File: src/rtl/pipeline_hazard_scheduler.sv
// Issue scheduler for the 3-stage pipeline. It keeps a pending-write counter
// per register, limits the number of instructions in flight and serialises
// control transfers. It drives STALL, ISSUE_ACCEPT and a one-cycle FLUSH.
//
// Issue handshake: ISSUE_VALID is the valid and ISSUE_ACCEPT is the
// transfer. An instruction moves out of decode only in a cycle where both
// are high. STALL is the inverse of ready, qualified by ISSUE_VALID.
// Decode must hold its instruction stable while STALL is high.
module pipeline_hazard_scheduler #(
    parameter int REGNOBITS   = 5,
    parameter int NUMREGS     = 32,
    parameter int CNTBITS     = 2,
    parameter int MAXINFLIGHT = 2,
    parameter int FLIGHTBITS  = 2
) (
    input  logic                  CLK,
    input  logic                  RESET,
    input  logic                  ISSUE_VALID,
    input  logic                  ISSUE_WB,
    input  logic [REGNOBITS-1:0]  ISSUE_RD,
    input  logic                  ISSUE_CTRL,
    input  logic [REGNOBITS-1:0]  SRC1_REG,
    input  logic                  SRC1_USED,
    input  logic [REGNOBITS-1:0]  SRC2_REG,
    input  logic                  SRC2_USED,
    input  logic                  RETIRE_VALID,
    input  logic                  RETIRE_WB,
    input  logic [REGNOBITS-1:0]  RETIRE_RD,
    input  logic                  RESOLVE,
    input  logic                  RESOLVE_TAKEN,
    output logic                  STALL,
    output logic                  ISSUE_ACCEPT,
    output logic                  FLUSH,
    output logic [NUMREGS-1:0]    BUSY_VEC,
    output logic [FLIGHTBITS-1:0] INFLIGHT,
    output logic                  ERR,
    output logic [1:0]            CTRL_STATE
);

    typedef enum logic [1:0] {
        S_IDLE     = 2'd0,
        S_WAIT_RES = 2'd1,
        S_FLUSH    = 2'd2
    } state_t;

    state_t state, state_next;

    logic [CNTBITS-1:0] cnt [NUMREGS];

    logic raw_hazard;
    logic waw_overflow;
    logic full;
    logic retire_ok;
    logic retire_wb;
    logic err_zero_dec;
    logic err_retire;
    logic err_resolve;

    // Hazard terms look only at the registered counters. A retire in the
    // same cycle writes the register file at the same edge, so the reader
    // still has to wait one cycle.
    always_comb begin
        raw_hazard   = (SRC1_USED && (cnt[SRC1_REG] != '0)) ||
                       (SRC2_USED && (cnt[SRC2_REG] != '0));
        waw_overflow = ISSUE_WB && (cnt[ISSUE_RD] == '1);
        full         = (INFLIGHT == FLIGHTBITS'(MAXINFLIGHT));
        retire_ok    = RETIRE_VALID && (INFLIGHT != '0);
        retire_wb    = retire_ok && RETIRE_WB;
        err_zero_dec = retire_wb && (cnt[RETIRE_RD] == '0);
        err_retire   = RETIRE_VALID && (INFLIGHT == '0);
        err_resolve  = RESOLVE && (state != S_WAIT_RES);
    end

    // Control FSM state register.
    always_ff @(posedge CLK) begin
        if (RESET) state <= S_IDLE;
        else       state <= state_next;
    end

    // Control FSM next state: one unresolved control transfer at a time.
    always_comb begin
        state_next = state;
        case (state)
            S_IDLE:     if (ISSUE_ACCEPT && ISSUE_CTRL) state_next = S_WAIT_RES;
            S_WAIT_RES: if (RESOLVE) state_next = RESOLVE_TAKEN ? S_FLUSH : S_IDLE;
            S_FLUSH:    state_next = S_IDLE;
            default:    state_next = S_IDLE;
        endcase
    end

    // Control FSM outputs and issue gating. Reset forces a safe stall.
    always_comb begin
        STALL        = RESET || (ISSUE_VALID &&
                       (raw_hazard || waw_overflow || full || (state != S_IDLE)));
        ISSUE_ACCEPT = ISSUE_VALID && !STALL;
        FLUSH        = (state == S_FLUSH) && !RESET;
        CTRL_STATE   = state;
    end

    // Per-register pending-write counters; issue and retire together cancel.
    always_ff @(posedge CLK) begin
        if (RESET) begin
            for (int r = 0; r < NUMREGS; r++) cnt[r] <= '0;
        end else begin
            for (int r = 0; r < NUMREGS; r++) begin
                logic inc;
                logic dec_ok;
                inc    = ISSUE_ACCEPT && ISSUE_WB && (ISSUE_RD == REGNOBITS'(r));
                dec_ok = retire_wb && (RETIRE_RD == REGNOBITS'(r)) && (cnt[r] != '0);
                if (inc && !dec_ok)      cnt[r] <= cnt[r] + 1'b1;
                else if (dec_ok && !inc) cnt[r] <= cnt[r] - 1'b1;
            end
        end
    end

    // In-flight count: accepted but not yet retired instructions.
    always_ff @(posedge CLK) begin
        if (RESET) begin
            INFLIGHT <= '0;
        end else begin
            case ({ISSUE_ACCEPT, retire_ok})
                2'b10:   INFLIGHT <= INFLIGHT + 1'b1;
                2'b01:   INFLIGHT <= INFLIGHT - 1'b1;
                default: INFLIGHT <= INFLIGHT;
            endcase
        end
    end

    // Sticky protocol-violation flag.
    always_ff @(posedge CLK) begin
        if (RESET) ERR <= 1'b0;
        else       ERR <= ERR || err_zero_dec || err_retire || err_resolve;
    end

    // Busy view of the counters, forced clear while in reset.
    always_comb begin
        for (int i = 0; i < NUMREGS; i++) BUSY_VEC[i] = !RESET && (cnt[i] != '0);
    end

endmodule

File: config.mk
export PLATFORM = sky130hd
export DESIGN_NAME = pipeline_hazard_scheduler
export DESIGN_NICKNAME = d
export VERILOG_FILES = /design/src/rtl/pipeline_hazard_scheduler.sv
export SDC_FILE = /design/constraint.sdc
export NUM_CORES = 1
export LEC_CHECK = 0
export ABC_CLOCK_PERIOD_IN_PS = 5200
export CAP_MARGIN = 20
export CORE_ASPECT_RATIO = 1.25
export CORE_UTILIZATION = 60
export CTS_CLUSTER_SIZE = 10
export DETAILED_ROUTE_END_ITERATION = 16
export PLACE_DENSITY_LB_ADDON = 0.3
export SLEW_MARGIN = 20
export SYNTH_ARGS = -nofsm -noshare
export SYNTH_HDL_FRONTEND = slang
export SYNTH_SLANG_ARGS = --single-unit
export TNS_END_PERCENT = 5
File: constraint.sdc
create_clock -name CLK -period 5.2 [get_ports CLK]
set_input_delay 1.04 -clock CLK [delete_from_list [all_inputs] [get_ports CLK]]
set_output_delay 1.04 -clock CLK [all_outputs]
set_load 0.02 [all_outputs]
==> summary.md, run 1 <==
| Metric | Value |
|---|---|
| CTS Hold Bufs | `0` |
| Share of the clock period used by the worst path | `0.965` |
| Worst R2R End | `INFLIGHT[1]` |
| WL/cell | `24.2 um` |
| # diodes | `0` |
| Levels on crit path | `10` |
| Nets | `868` |
| Ratio of cells with drive above 1 in the final layout | `0.100` |
| Most used cell, CP | `clkdlybuf4s50_1` |
| Final Hold Vio Count | `0` |
| Cell Int Power | `roughly 1.2 mW` |
| Critical path capture point type | `output pin` |
| Cell count after synthesis | `779` |
| RD Place Congestion | `about 1.0` |
| Footprint of the multi-input gates | `0.00400 sq mm` |
| All-Layer GR Usage | `0.433` |
| Worst r2r path cells | `12` |
| CTS root buf | `clkbuf_16` |
| Worst Max-Slew Pin Slew | `~1.0 ns` |
| DP HPWL | `17,600 um` |
| Clk slew on worst S/H paths | `0.06 ns` |
| Worst relative slew slack | `0.301` |
| Crit path capture | `STALL` |
| Skew-Pair Late Insertion Delay | `0.34 ns` |
| CTS tree | `yes` |
| Router iterations before antenna repair | `7` |
| Cts bufs inserted | `9` |
| Clk buf depth | `2` |
| Netlist cell types | `60` |
| Pwr dens | `240 mW/mm^2` |
| Max-slew violations | `0` |
| Setup TNS | `0 ns` |
| Non-filler instance count after layout | `around 970` |
| Pre-CTS WS | `~0.097 ns` |
| Setup crit start | `SRC2_REG[2]` |
| Leak pwr | `around 2.7 nW` |
| Cell Area, Synth | `around 0.0063 sq mm` |
| Resized Gates After CTS | `0` |
| Buf/Inv on CP | `3` |
| Sequential Power Share | `0.380` |
| Synth warn | `0` |
| Placement row count | `about 40` |
| Final min period | `5.02 ns` |
| Clk sink count | `just under 70` |
| # Post-CTS Setup Buffers | `0` |
| Clock share of power | `0.375` |
| Level count of the clock H-tree | `3` |
| CP Launch Type | `input pin` |
| Vias per inst | `7.07` |
| Placed insts | `approximately 950` |
| Comb pwr share | `0.244` |
| R2R setup slack | `1.52 ns` |
| Clock Skew | `0.00605 ns` |
| CP top delay family | `buffers and inverters` |
| Hold WC Path Type | `reg2reg` |
| Initial Util | `0.621` |
| Overflow after GRT | `0` |
| Worst-path fanout max | `5` |
| Largest net degree at the start of global routing | `92` |
| Worst Path Class, Setup | `in2out` |
| RSZ-0062 raised after global routing | `no` |
| Seq/Total Area, Yosys | `0.320` |
| CP peak stage delay | `0.67 ns` |
| Final setup viols | `0` |
| Die X-Extent | `93.7 um` |
| Final wirelength | `roughly 23,000 um` |
| First-pass GRT wire length | `35,000 um` |
| Slowest CP cell | `clkdlybuf4s50_1` |
| RR Startpoint | `cnt[6][0]` |
| Syn avg cell area | `8.10 sq um` |
| Max_cap viols | `0` |
| EDFF count, synth | `64` |
| FF+latch area | `0.00202 sq mm` |
| Switching Fraction | `0.314` |
| Die ar. | `approximately 0.011 sq mm` |
| Die Span Y | `117 um` |
| Peak VDD IR | `175 uV` |
| Number of global-route vias before repair | `~6,500` |
| Switch Pwr | `between 0.5 and 0.6 mW` |
| WP data required | `approximately 4.2 ns` |
| Final WS setup | `0.180 ns` |
| Status | `completed` |
| CP Data Arrival Time | `3.98 ns` |
| Max Freq | `199 MHz` |
| DRC marker count from the first detailed-route iteration | `926` |
| Syn nets | `812` |
| Vias | `about 7,000` |
| Drc violations | `0` |
| I/O Pins | `slightly above 70` |
| Port Buf Inserts | `70` |
| Area delta synth->final | `18.9%` |
| Initial antenna violation count | `0` |
| CORE AREA | `0.0102 sq mm` |
| Most used DFF post-synth | `edfxtp_1` |
| Post-DRT Antenna Nets | `0` |
| Seq cells post-synth | `69` |
| Fillers | `742` |
| CP cell instances | `clkdlybuf4s50_1 > inv_2 > mux4_2 > or2_1 > a211oi_1 > nor3b_4 > nand2_1 > a21oi_1 > o21ai_0 > clkdlybuf4s50_1` |
| Ys async rst share | `0` |
==> registers in the layout, indices dropped and copies added, names as in the netlist <==
| name | flops |
|---|---|
| cnt | 64 |
| CTRL_STATE | 2 |
| INFLIGHT | 2 |
| ERR | 1 |
==> how the worst min path moves through the flow <==
stage             startpoint       endpoint  slack [ns]  cells past startpoint
2_1_floorplan     cnt[29][0]     cnt[29][0]        0.58                      1
3_3_place_gp             ERR            ERR        0.50                      2
3_5_place_dp     INFLIGHT[1]    INFLIGHT[1]        0.56                      2
4_1_cts        CTRL_STATE[0]  CTRL_STATE[1]        0.57                      2
5_1_grt        CTRL_STATE[0]  CTRL_STATE[1]        0.60                      2
6_report       CTRL_STATE[0]  CTRL_STATE[1]        0.58                      2
==> worst reg2reg max path: cells and delay by family, from the launching register on <==
kind | cells | cell delay [ns]
compound gates | 4 | 0.92
buf+inv | 2 | 0.24
mux | 1 | 0.50
simple gates | 4 | 1.15
flops | 1 | 0.48
fa+ha+maj | 1 | 0.31
==> power groups by stage <==
stage               Combinational [mW]  Sequential (mW)  Clock (mW)
CTS                              0.427            0.684       0.674
finish                           0.441            0.686       0.677
detailed placement               0.425            0.696           0
global route                     0.465            0.690       0.683
floorplan                        0.259            0.685           0
global placement                 0.413            0.693           0
==> layout by cell type, fill, tap and decap left out, types with 13 or more instances in the layout <==
cell type	instances
nor3_1	38
and2_1	13
xor2_1	21
xnor2_1	22
o21ai_0	20
nand2_1	81
a21oi_1	34
nor2_1	130
clkdlybuf4s50_1	66
buf_4	29
nand3_1	40
mux2i_1	25
inv_1	13
mux4_2	19
edfxtp_1	64
nand4_1	48
a31oi_1	16
nor2b_1	14
==> per-stage QoR <==
stage	util	instance area [sq um]	hold slack [ns]	total power [mW]
global placement	0.707	7180	0.499	1.11
detailed placement	0.707	7180	0.562	1.12
global route	0.739	7500	0.602	1.84
floorplan	-	6310	0.579	0.944
finish	0.739	7500	0.577	1.80
CTS	0.738	7490	0.568	1.79
==> cell families after synthesis <==
group | share of synthesized area
and+or+nand+nor | 0.338
AOI/OAI and AO/OA | 0.118
buffers and inverters | 0.0458
DFF | 0.320
muxes | 0.115
xor gates and xnor gates | 0.0597
adders and majority gates | 0.00396
==> cells in the mapped netlist (4+ instances only) <==
library cell	n	area share
and4_1	4	0.0056
or3_1	6	0.0059
o22ai_1	4	0.0040
edfxtp_1	64	0.30
and2_1	13	0.013
mux2_2	4	0.0071
nor3_1	38	0.030
o2111ai_1	4	0.0056
nand4_1	48	0.048
xnor2_1	22	0.031
or2_2	9	0.0089
dfxtp_1	5	0.016
buf_1	8	0.0048
xor2_1	21	0.029
a31oi_1	16	0.016
o21ai_0	20	0.016
and3_1	8	0.0079
mux4_2	19	0.068
o211ai_1	5	0.0059
inv_1	13	0.0077
nor2b_1	14	0.014
nand2_1	81	0.048
a211oi_1	6	0.0071
nand3_1	40	0.032
nand2b_1	8	0.0079
clkbuf_1	34	0.020
nor2_1	130	0.077
buf_2	11	0.0087
a2111oi_0	5	0.0069
nor3b_1	9	0.011
nand3b_1	8	0.0095
a21oi_1	34	0.027
mux2i_1	25	0.040
==> routing by layer <==
metal / vias to the layer above / global-route usage / share of wire
met5: - / 0 / 0
met3: 126 / 0.0879 / 0.11
met1: 3200 / 0.509 / 0.35
met4: 0 / 0.295 / 0.068
met2: 543 / 0.713 / 0.47
li1: 2985 / - / -
==> cell type report <==
type	instances	share of cell area
clock buffer	10	0.0305
tap	129	0.0215
clock inverter	6	0.0117
sequential	69	0.270
timing repair buffer	100	0.125
multi-input combinational	639	0.533
inverter	16	0.00801
No activity file was read; power rests on OpenSTA's default activity.
==> run 2: changes to the inputs <==
--- a/config.mk
+++ b/config.mk
@@ -7,11 +7,10 @@
 export LEC_CHECK = 0
 export ABC_CLOCK_PERIOD_IN_PS = 5200
 export CAP_MARGIN = 20
-export CORE_ASPECT_RATIO = 1.25
 export CORE_UTILIZATION = 60
 export CTS_CLUSTER_SIZE = 10
 export DETAILED_ROUTE_END_ITERATION = 16
-export PLACE_DENSITY_LB_ADDON = 0.3
+export PLACE_DENSITY_LB_ADDON = 0.25
 export SLEW_MARGIN = 20
 export SYNTH_ARGS = -nofsm -noshare
 export SYNTH_HDL_FRONTEND = slang
==> run 2 against run 1 <==
Flip-flop and latch count is the same. Global-route usage shrank 1.6 points. Sequential share of layout area grew 0.54 points. Critical endpoint unchanged. Largest cell class unchanged. Sequential power is essentially flat. First-iteration DRC count grew 24%. Clock-buffer cell count grew 3. Utilization shrank 2.3 points.
==> summary.md, run 2 (synthesis gave the netlist of run 1 again) <==
| Metric | Value |
|---|---|
| Setup TNS | `0 ns (unchanged)` |
| CP cell instances | `clkdlybuf4s50_1 > inv_2 > buf_4 > mux4_2 > and3b_1 > a311o_1 > nor3b_4 > nand2_1 > a21oi_1 > o21ai_0 > clkdlybuf4s50_1 (was clkdlybuf4s50_1 > inv_2 > mux4_2 > or2_1 > a211oi_1 > nor3b_4 > nand2_1 > a21oi_1 > o21ai_0 > clkdlybuf4s50_1)` |
| M1 wire length | `8310 um (was 8160 um)` |
| Commonest non-fill, non-tap cell in the layout | `nor2_1 (unchanged)` |
| Vias | `6,755 (was 6,854)` |
| Post-DP Area | `0.00720 sq mm (was 0.00718 sq mm)` |
| All-Layer GR Usage | `0.417 (was 0.433)` |
| Max_cap viols | `0 (unchanged)` |
| Cell Int Power | `0.989 mW (was 1.24 mW)` |
| CTS Hold Bufs | `0 (unchanged)` |
| Max FFs per register | `64 (unchanged)` |
| Clk slew on worst S/H paths | `0.08 ns (was 0.06 ns)` |
| Pwr dens | `205 mW/mm^2 (was 240 mW/mm^2)` |
| Worst relative slew slack | `0.320 (was 0.301)` |
| Ratio of cells with drive above 1 in the final layout | `0.0974 (was 0.100)` |
| WL met3 | `2740 um (was 2640 um)` |
| Hold slack | `0.563 ns (was 0.577 ns)` |
| Peak VDD IR | `143 uV (was 175 uV)` |
| Drc violations | `0 (unchanged)` |
| Clk buf depth | `2 (unchanged)` |
| CP Launch Type | `input pin (unchanged)` |
| Sequential Power Share | `0.453 (was 0.380)` |
| Final wirelength | `22,500 um (was 23,400 um)` |
| Switch Pwr | `0.520 mW (was 0.567 mW)` |
| Max Freq | `198 MHz (was 199 MHz)` |
| Post-DRT Antenna Nets | `0 (unchanged)` |
| Final Hold Vio Count | `0 (unchanged)` |
| RD Place Congestion | `0.992 (was 0.998)` |
| Router iterations before antenna repair | `6 (was 7)` |
| WP data required | `4.16 ns (about the same)` |
| Area delta synth->final | `16.6% (was 18.9%)` |
| CTS tree | `yes (unchanged)` |
| Die X-Extent | `105 um (was 93.7 um)` |
| Fin area | `0.00736 sq mm (was 0.00750 sq mm)` |
| # diodes | `0 (unchanged)` |
| Die Span Y | `105 um (was 117 um)` |
| Top Layer Used | `met4 (unchanged)` |
| Hold WC Path Type | `reg2reg (unchanged)` |
| Leak pwr | `2.62 nW (was 2.70 nW)` |
| Final min period | `5.06 ns (was 5.02 ns)` |
| # Post-CTS Setup Buffers | `0 (unchanged)` |
| I/O Pins | `71 (unchanged)` |
| CP Data Arrival Time | `4.02 ns (was 3.98 ns)` |
| Clock share of power | `0.254 (was 0.375)` |
| Skew-Pair Late Insertion Delay | `0.38 ns (was 0.34 ns)` |
| Level count of the clock H-tree | `3 (unchanged)` |
| RSZ-0062 raised after global routing | `no (unchanged)` |
| CTS root buf | `clkbuf_8 (was clkbuf_16)` |
| Initial antenna violation count | `0 (unchanged)` |
| Initial Util | `0.614 (was 0.621)` |
| Cts bufs inserted | `9 (unchanged)` |
| Clk sink count | `69 (unchanged)` |
| Share of the clock period used by the worst path | `0.972 (was 0.965)` |
| Final core utilization | `0.716 (was 0.739)` |
| Largest net degree at the start of global routing | `89 (was 92)` |
| Resized Gates After CTS | `0 (unchanged)` |
| Overflow after GRT | `0 (unchanged)` |
| Number of global-route vias before repair | `6,449 (was 6,458)` |
| DP HPWL | `17,100 um (was 17,600 um)` |
| Vias per inst | `6.91 (was 7.07)` |
| Port Buf Inserts | `70 (unchanged)` |
| Clock Skew | `0.0125 ns (was 0.00605 ns)` |
| Worst-path fanout max | `4 (was 5)` |
| Most used cell, CP | `clkdlybuf4s50_1 (unchanged)` |
| Final setup viols | `0 (unchanged)` |
| Placement row count | `37 (was 41)` |
| Commonest cells after routing, fill and taps aside | `nor2_1, nand2_1, clkdlybuf4s50_1, edfxtp_1, nand4_1 (unchanged)` |
| Met2 WL | `10,200 um (was 11,000 um)` |
| Max-slew violations | `0 (unchanged)` |
| Status | `completed (unchanged)` |
| DRC marker count from the first detailed-route iteration | `1,147 (was 926)` |
| Top reg by flops | `cnt (unchanged)` |
| Worst Max-Slew Pin Slew | `1.01 ns (was 1.04 ns)` |
| Die ar. | `0.0109 sq mm (about the same)` |
| CP peak stage delay | `0.65 ns (was 0.67 ns)` |
| WL/cell | `23.0 um (was 24.2 um)` |
| Nets | `870 (was 868)` |
| Critical path capture point type | `output pin (unchanged)` |
| Fillers | `827 (was 742)` |
| CORE AREA | `0.0103 sq mm (was 0.0102 sq mm)` |
| Slowest CP cell | `clkdlybuf4s50_1 (unchanged)` |
| Worst Path Class, Setup | `in2out (unchanged)` |
| Switching Fraction | `0.345 (was 0.314)` |
| Comb pwr share | `0.293 (was 0.244)` |
| First-pass GRT wire length | `34,700 um (was 35,000 um)` |
run 2: final cells by class:
class,instances,area [sq um],area share
multi-input combinational,639,4000,0.544
clock inverter,3,13.8,0.00187
sequential,69,2020,0.275
timing repair buffer,102,951,0.129
tap,136,170,0.0231
clock buffer,13,139,0.0189
inverter,16,60.1,0.00816
run 2: metrics by stage:
step | setup slack (ns) | std cells | total power [mW]
CTS | 0.0979 | 978 | 1.49
global route | 0.0309 | 978 | 1.55
floorplan | 1.14 | 779 | 0.944
detailed placement | 0.0960 | 962 | 1.12
finish | 0.144 | 978 | 1.51
global placement | 0.156 | 962 | 1.11
run 2: power groups by stage:
stage	registers [mW]	logic, mW	clock network, mW
6_report	0.684	0.441	0.384
5_1_grt	0.687	0.468	0.397
4_1_cts	0.682	0.429	0.375
3_5_place_dp	0.694	0.427	0
3_3_place_gp	0.691	0.416	0
2_1_floorplan	0.685	0.259	0
run 2: worst max-delay path, delay by kind of cell:
kind | cells | cell delay, ns
compound gates | 3 | 0.58
buf+inv | 4 | 1.42
mux | 1 | 0.49
simple gates | 3 | 0.49
run 2: path summary, 6_finish.rpt:
path                                     from       endpoint  slack (ns)  cells past startpoint
worst max register to register      cnt[5][1]      cnt[9][1]        1.32                      8
worst max-delay path              SRC2_REG[2]          STALL        0.14                     11
worst min register to register  CTRL_STATE[0]  CTRL_STATE[1]        0.56                      2
worst min-delay path            CTRL_STATE[0]  CTRL_STATE[1]        0.56                      2
run 2: metal layers:
layer  vias to the layer above  track usage
met1                      3121        0.527
li1                       2984            -
met2                       544        0.676
met5                         -            0
met4                         0        0.231
met3                       106       0.0761
